$ cat src/rtl/midi_pkg.sv
// Shared types and constants for the MIDI framing stage.
// Byte classes, framer states and the channel-message length helper.
package midi_pkg;

    typedef enum logic [1:0] {
        IDLE,
        CHAN,
        SYSEX
    } state_t;

    localparam logic [7:0] ST_SYSEX    = 8'hF0;
    localparam logic [7:0] ST_EOX      = 8'hF7;
    localparam logic [7:0] ST_ACTSENSE = 8'hFE;
    localparam logic [7:0] RT_MIN      = 8'hF8;

    // Program change (Cx) and channel pressure (Dx) carry one data byte.
    function automatic logic [1:0] msg_len(input logic [3:0] kind);
        return (kind == 4'hC || kind == 4'hD) ? 2'd1 : 2'd2;
    endfunction

endpackage

$ cat src/rtl/midi_actsense_wdt.sv
// Active-sense silence watchdog, built only with MIDI_ACTIVE_SENSE_EN.
// Armed by the first FE, reloaded by every received byte.
module midi_actsense_wdt #(
    parameter int ACTSENSE_TO = 15_000_000
) (
    input  logic clk,
    input  logic reset,
    input  logic rx_valid,
    input  logic arm,
    output logic timeout
);

    localparam int CW = $clog2(ACTSENSE_TO + 1);

    logic          armed;
    logic [CW-1:0] cnt;

    assign timeout = armed && !rx_valid
                  && (cnt == CW'(ACTSENSE_TO - 1));

    always_ff @(posedge clk) begin
        if (reset) begin
            armed <= 1'b0;
            cnt   <= '0;
        end else if (rx_valid) begin
            cnt <= '0;
            if (arm) armed <= 1'b1;
        end else if (timeout) begin
            armed <= 1'b0;
            cnt   <= '0;
        end else if (armed) begin
            cnt <= cnt + 1'b1;
        end
    end

endmodule

$ cat src/rtl/midi_msg_framer.sv
// MIDI byte framer: running status, sysex tracking, real-time bypass.
// Define MIDI_ACTIVE_SENSE_EN to add the active-sense all-notes-off watchdog.
module midi_msg_framer
    import midi_pkg::*;
#(
    parameter int SYSEX_MAX   = 255,
    parameter int ACTSENSE_TO = 15_000_000
) (
    input  logic       reg_clk,
    input  logic       reset_reg,
    input  logic       rx_valid,
    input  logic [7:0] rx_data,
    input  logic [3:0] listen_ch,
    input  logic       omni,
    output logic       byteready,
    output logic [7:0] midibyte_nr,
    output logic [7:0] midi_in_data,
    output logic [3:0] midi_ch,
    output logic       is_cur_midi_ch,
    output logic       is_st_sysex,
    output logic       sysex_end,
    output logic       syx_overflow,
    output logic       rt_valid,
    output logic [7:0] rt_byte,
    output logic       all_notes_off
);

    localparam logic [7:0] NR_MAX = 8'(SYSEX_MAX);

    state_t     state_q, state_d;
    logic [1:0] len_q, len_d;
    logic [7:0] nr_d, data_d, rtb_d, nr_inc;
    logic [3:0] ch_d;
    logic       cur_d, ovf_d, sx_d, br_d, end_d, rtv_d;
    logic       is_rt, is_sox, is_eox, is_sys, is_stat, is_data;
    logic       timeout;

`ifdef MIDI_ACTIVE_SENSE_EN
    midi_actsense_wdt #(
        .ACTSENSE_TO(ACTSENSE_TO)
    ) u_wdt (
        .clk     (reg_clk),
        .reset   (reset_reg),
        .rx_valid(rx_valid),
        .arm     (rx_valid && rx_data == ST_ACTSENSE),
        .timeout (timeout)
    );
`else
    logic unused_cfg;
    assign unused_cfg = ^32'(ACTSENSE_TO);
    assign timeout    = 1'b0;
`endif

    assign is_rt   = rx_data >= RT_MIN;
    assign is_sox  = rx_data == ST_SYSEX;
    assign is_eox  = rx_data == ST_EOX;
    assign is_sys  = rx_data[7:4] == 4'hF && !is_rt && !is_sox && !is_eox;
    assign is_stat = rx_data[7] && rx_data[7:4] != 4'hF;
    assign is_data = !rx_data[7];

    assign nr_inc = (midibyte_nr == NR_MAX) ? NR_MAX : midibyte_nr + 8'd1;

    always_comb begin
        state_d = state_q;
        len_d   = len_q;
        nr_d    = midibyte_nr;
        data_d  = midi_in_data;
        ch_d    = midi_ch;
        cur_d   = is_cur_midi_ch;
        ovf_d   = syx_overflow;
        rtb_d   = rt_byte;
        br_d    = 1'b0;
        end_d   = 1'b0;
        rtv_d   = 1'b0;
        if (rx_valid) begin
            unique case (1'b1)
                is_rt: begin
                    rtv_d = 1'b1;
                    rtb_d = rx_data;
                end
                is_sox: begin
                    state_d = SYSEX;
                    ovf_d   = 1'b0;
                    br_d    = 1'b1;
                    nr_d    = 8'd0;
                    data_d  = rx_data;
                end
                is_eox: begin
                    if (state_q == SYSEX) begin
                        state_d = IDLE;
                        br_d    = 1'b1;
                        end_d   = 1'b1;
                        nr_d    = nr_inc;
                        data_d  = rx_data;
                    end
                end
                is_sys: state_d = IDLE;
                is_stat: begin
                    state_d = CHAN;
                    len_d   = msg_len(rx_data[7:4]);
                    ch_d    = rx_data[3:0];
                    br_d    = 1'b1;
                    nr_d    = 8'd0;
                    data_d  = rx_data;
                end
                is_data: begin
                    unique case (state_q)
                        CHAN: begin
                            br_d   = 1'b1;
                            data_d = rx_data;
                            nr_d   = (midibyte_nr == {6'd0, len_q})
                                   ? 8'd1 : midibyte_nr + 8'd1;
                        end
                        SYSEX: begin
                            br_d   = 1'b1;
                            data_d = rx_data;
                            nr_d   = nr_inc;
                            if (midibyte_nr == NR_MAX) ovf_d = 1'b1;
                        end
                        default: ;
                    endcase
                end
                default: ;
            endcase
        end else if (timeout) begin
            state_d = IDLE;
        end
        if (br_d) cur_d = (state_d == CHAN) && (omni || ch_d == listen_ch);
        sx_d = (state_d == SYSEX);
    end

    always_ff @(posedge reg_clk) begin
        if (reset_reg) begin
            state_q        <= IDLE;
            len_q          <= 2'd0;
            byteready      <= 1'b0;
            midibyte_nr    <= 8'd0;
            midi_in_data   <= 8'd0;
            midi_ch        <= 4'd0;
            is_cur_midi_ch <= 1'b0;
            is_st_sysex    <= 1'b0;
            sysex_end      <= 1'b0;
            syx_overflow   <= 1'b0;
            rt_valid       <= 1'b0;
            rt_byte        <= 8'd0;
            all_notes_off  <= 1'b0;
        end else begin
            state_q        <= state_d;
            len_q          <= len_d;
            byteready      <= br_d;
            midibyte_nr    <= nr_d;
            midi_in_data   <= data_d;
            midi_ch        <= ch_d;
            is_cur_midi_ch <= cur_d;
            is_st_sysex    <= sx_d;
            sysex_end      <= end_d;
            syx_overflow   <= ovf_d;
            rt_valid       <= rtv_d;
            rt_byte        <= rtb_d;
            all_notes_off  <= timeout;
        end
    end

endmodule

$ cat config.mk
export PLATFORM = sky130hd
export DESIGN_NAME = midi_msg_framer
export DESIGN_NICKNAME = d
export VERILOG_FILES = /design/src/rtl/midi_pkg.sv /design/src/rtl/midi_actsense_wdt.sv /design/src/rtl/midi_msg_framer.sv
export SDC_FILE = /design/constraint.sdc
export NUM_CORES = 1
export LEC_CHECK = 0
export BUFFER_PORTS_ARGS = -buffer_cell sky130_fd_sc_hd__buf_2
export CAP_MARGIN = 20
export CORE_MARGIN = 1
export CORE_UTILIZATION = 53
export CTS_BUF_LIST = sky130_fd_sc_hd__clkbuf_4 sky130_fd_sc_hd__clkbuf_8
export CTS_CLUSTER_SIZE = 14
export DETAILED_ROUTE_END_ITERATION = 6
export PLACE_DENSITY = 0.79
export SLEW_MARGIN = 10
export SYNTH_ARGS = -nofsm -noshare
export SYNTH_HDL_FRONTEND = slang
export SYNTH_SLANG_ARGS = --single-unit
$ cat constraint.sdc
create_clock -name reg_clk -period 2.4 [get_ports reg_clk]
set_input_delay 0.24 -clock reg_clk [delete_from_list [all_inputs] [get_ports reg_clk]]
set_output_delay 0.24 -clock reg_clk [all_outputs]
set_load 0.1 [all_outputs]
==> impl_metrics.toml <==
[power_and_ir_drop]
power_mw = 1.24
pwr_density_cell_nw_per_um2 = 593
power_leakage_nw = 0.895
peakVddDrop_uv = 417

[run]
maxCapViolCount = 0

[clock_tree]
cts_made_buffers = 5
htreeDepth = 2
post_cts_buffers = 0
clockRootBuffer = "clkbuf_4"
cts_buffer_depth = 2
clkTransAtPathRegs_ns = 0.11
clock_latency_ns = 0.35
hold_buffers = 0
cts.repair.resized = 0
cts_tree = "yes"
cts_sinks = 38

[floorplan]
core_area_um2 = 3130
die_w_um = 60.2
start_util = 0.573
ios = 51
die_area_um2 = 3620
rows = 20
die_h_um = 60.2

[worst_setup_path]
cp-start-kind = "flop"
crit_fanout = 9
critPathCaptureType = "flop"
critical_path_class = "reg -> reg"
crit_arrival_ns = 2.25
cp.required_ns = 2.67
r2r.worst_path.cells = 8

[finish]
multi_input_area_um2 = 931
synthToLayoutAreaGrowth_pct = 17.0
n_fill_cell = 289
drive_gt1_frac = 0.261
regArea_um2 = 763
diodes = 0
nets = 283

[detailed_routing]
routed-via-count = 1738
drc = 0
wl_per_cell_um = 14.0
via_per_inst = 5.64
firstDrtPassIters = 4
drt_iter0_drc = 82
totalWireLength_um = 4300
detail-route-antenna-nets = 0

[grt]
grt_usage = 0.261
grt_first_pass_wirelength_um = 6790
grt.overflow.total = 0
grt_max_degree = 38
antenna_found_initial = 0
grt_pass1_vias = 1456

[sta]
fin_crit_sh = 0.825
period_needed_ns = 1.98
setup_viol = 0
fmax_mhz = 505
timing.final.ws_setup_ns = 0.420
slew_violations = 0
fin_worst_skew_ns = 0.0133
rsz0062_at_grt = "false"
slew_headroom = 0.550
finalSetupTns_ns = 0
hold_viol = 0
worstMarginPinSlew_ns = 0.676

[outcome]
status = "completed"

[place]
gp_congestion = 0.899
portBuffers = 49
dp_hpwl_um = 3060
post-place-ws_ns = 0.454

[synth]
avgSynthCellArea_um2 = 8.22
synth.largest_area_cell = "dfxtp_1"
synthFlopType = "dfxtp_1"
ys_warn_count = 0
ys_types = 50
synth_nets = 237
ys_ff_latch = 38
synthArstFlopShare = 0
synth_top_area_frac = 0.424
postSynthCellCount = 218
ys_top_cells_by_area = "dfxtp_1, a21oi_1, nand2_1"
synth_edf_count = 0
syn-cell-area_um2 = 1790
yosysSeqAreaShare = 0.424

[hold_path]
hp-class = "in -> reg"
holdPathStages = 3
## metal layers
layer,GRT usage,vias up,wire (um)
met5,0,-,0
met2,0.369,65,1940
li1,-,872,-
met3,0.0714,6,262
met1,0.364,795,2040
met4,0.120,0,63
## flip-flops by register name, summed over array words and instances (netlist names)
signal and cells:
sysex_end 1, midi_in_data 8, is_cur_midi_ch 1, state_q 2
midi_ch 4, rt_valid 1, len_q 2, is_st_sysex 1
syx_overflow 1, byteready 1, midibyte_nr 8, rt_byte 8
## power breakdown
group	total (mW)	internal [mW]	switching [mW]
Clock	0.311	0.105	0.206
Sequential	0.663	0.650	0.0132
Combinational	0.270	0.0572	0.213
Total	1.24	0.812	0.431
## critical path: stages, from the launching register on
cell	delay, ns
dfxtp_1	0.35
inv_1	0.06
ha_1	0.23
nor2b_1	0.15
nand4_1	0.21
a21oi_2	0.35
buf_4	0.22
o21ai_1	0.07
a221oi_1	0.26
## layout by cell type, fill, tap and decap left out, drive strengths merged, types with 3 or more instances in the layout
cell,Yosys,layout
a21oi,28,28
o21ai,13,13
nor3,3,3
a211oi,7,7
nand2,28,28
xnor2,3,3
clkbuf,4,5
nor2,18,18
ha,3,3
and3,3,3
inv,11,11
nor4,4,4
nand4,5,5
nand3,9,9
dfxtp,38,38
buf,8,51
## cells in the mapped netlist (2+ instances only)
| cell | number |
|---|---|
| nand4_1 | 5 |
| a211oi_1 | 7 |
| or3_1 | 2 |
| and2_1 | 2 |
| nor4_1 | 2 |
| inv_1 | 11 |
| buf_4 | 2 |
| nor2b_1 | 2 |
| a31oi_1 | 2 |
| nand2_1 | 28 |
| o31ai_1 | 2 |
| a21oi_1 | 27 |
| o21ai_0 | 12 |
| nor3_1 | 2 |
| clkbuf_1 | 4 |
| nand3_1 | 8 |
| dfxtp_1 | 38 |
| and3_1 | 3 |
| ha_1 | 3 |
| nor2_1 | 18 |
| o211ai_1 | 2 |
| buf_2 | 6 |
| xnor2_1 | 3 |
## cell type report
| type | instances | area share |
|---|---|---|
| well taps | 44 | 0.0262 |
| flip-flops and latches | 38 | 0.364 |
| repair buffers | 51 | 0.124 |
| clock inverters | 2 | 0.00477 |
| multi-input cells | 157 | 0.444 |
| inverters | 11 | 0.0197 |
| clock buffers | 5 | 0.0179 |
## per-stage QoR
| step | cells | instance area [um2] | utilization | hold slack, ns |
|---|---|---|---|---|
| finish | 308 | 2100 | 0.671 | 0.155 |
| global route | 308 | 2100 | 0.671 | 0.135 |
| CTS | 308 | 2100 | 0.671 | 0.138 |
| detailed placement | 301 | 2050 | 0.656 | 0.445 |
| global placement | 301 | 2050 | 0.656 | 0.442 |
| floorplan | 218 | 1800 | - | 0.376 |
## worst paths after layout
| check | start | end | slack [ns] |
|---|---|---|---|
| worst max-delay path | state_q[0]$_SDFF_PP0_ | midibyte_nr[5]$_SDFFE_PP0P_ | 0.42 |
| worst max register to register | state_q[0]$_SDFF_PP0_ | midibyte_nr[5]$_SDFFE_PP0P_ | 0.42 |
| worst min register to register | midi_in_data[2]$_SDFFE_PP0P_ | midi_in_data[2]$_SDFFE_PP0P_ | 0.46 |
| worst min-delay path | rx_data[4] | midi_in_data[4]$_SDFFE_PP0P_ | 0.15 |
## logic make-up (layout without fill, tap and decap cells)
family,count (synthesis),in the layout,share of synthesized area
adders and majority gates,3,3,0.0209
DFF,38,38,0.424
AOI/OAI and AO/OA,67,67,0.235
xor gates and xnor gates,4,4,0.0195
and+or+nand+nor,81,81,0.236
buffers and inverters,23,69,0.0565
muxes,1,1,0.00558
other,1,1,0.00209
Note: power is estimated with default switching activity, not from simulation.
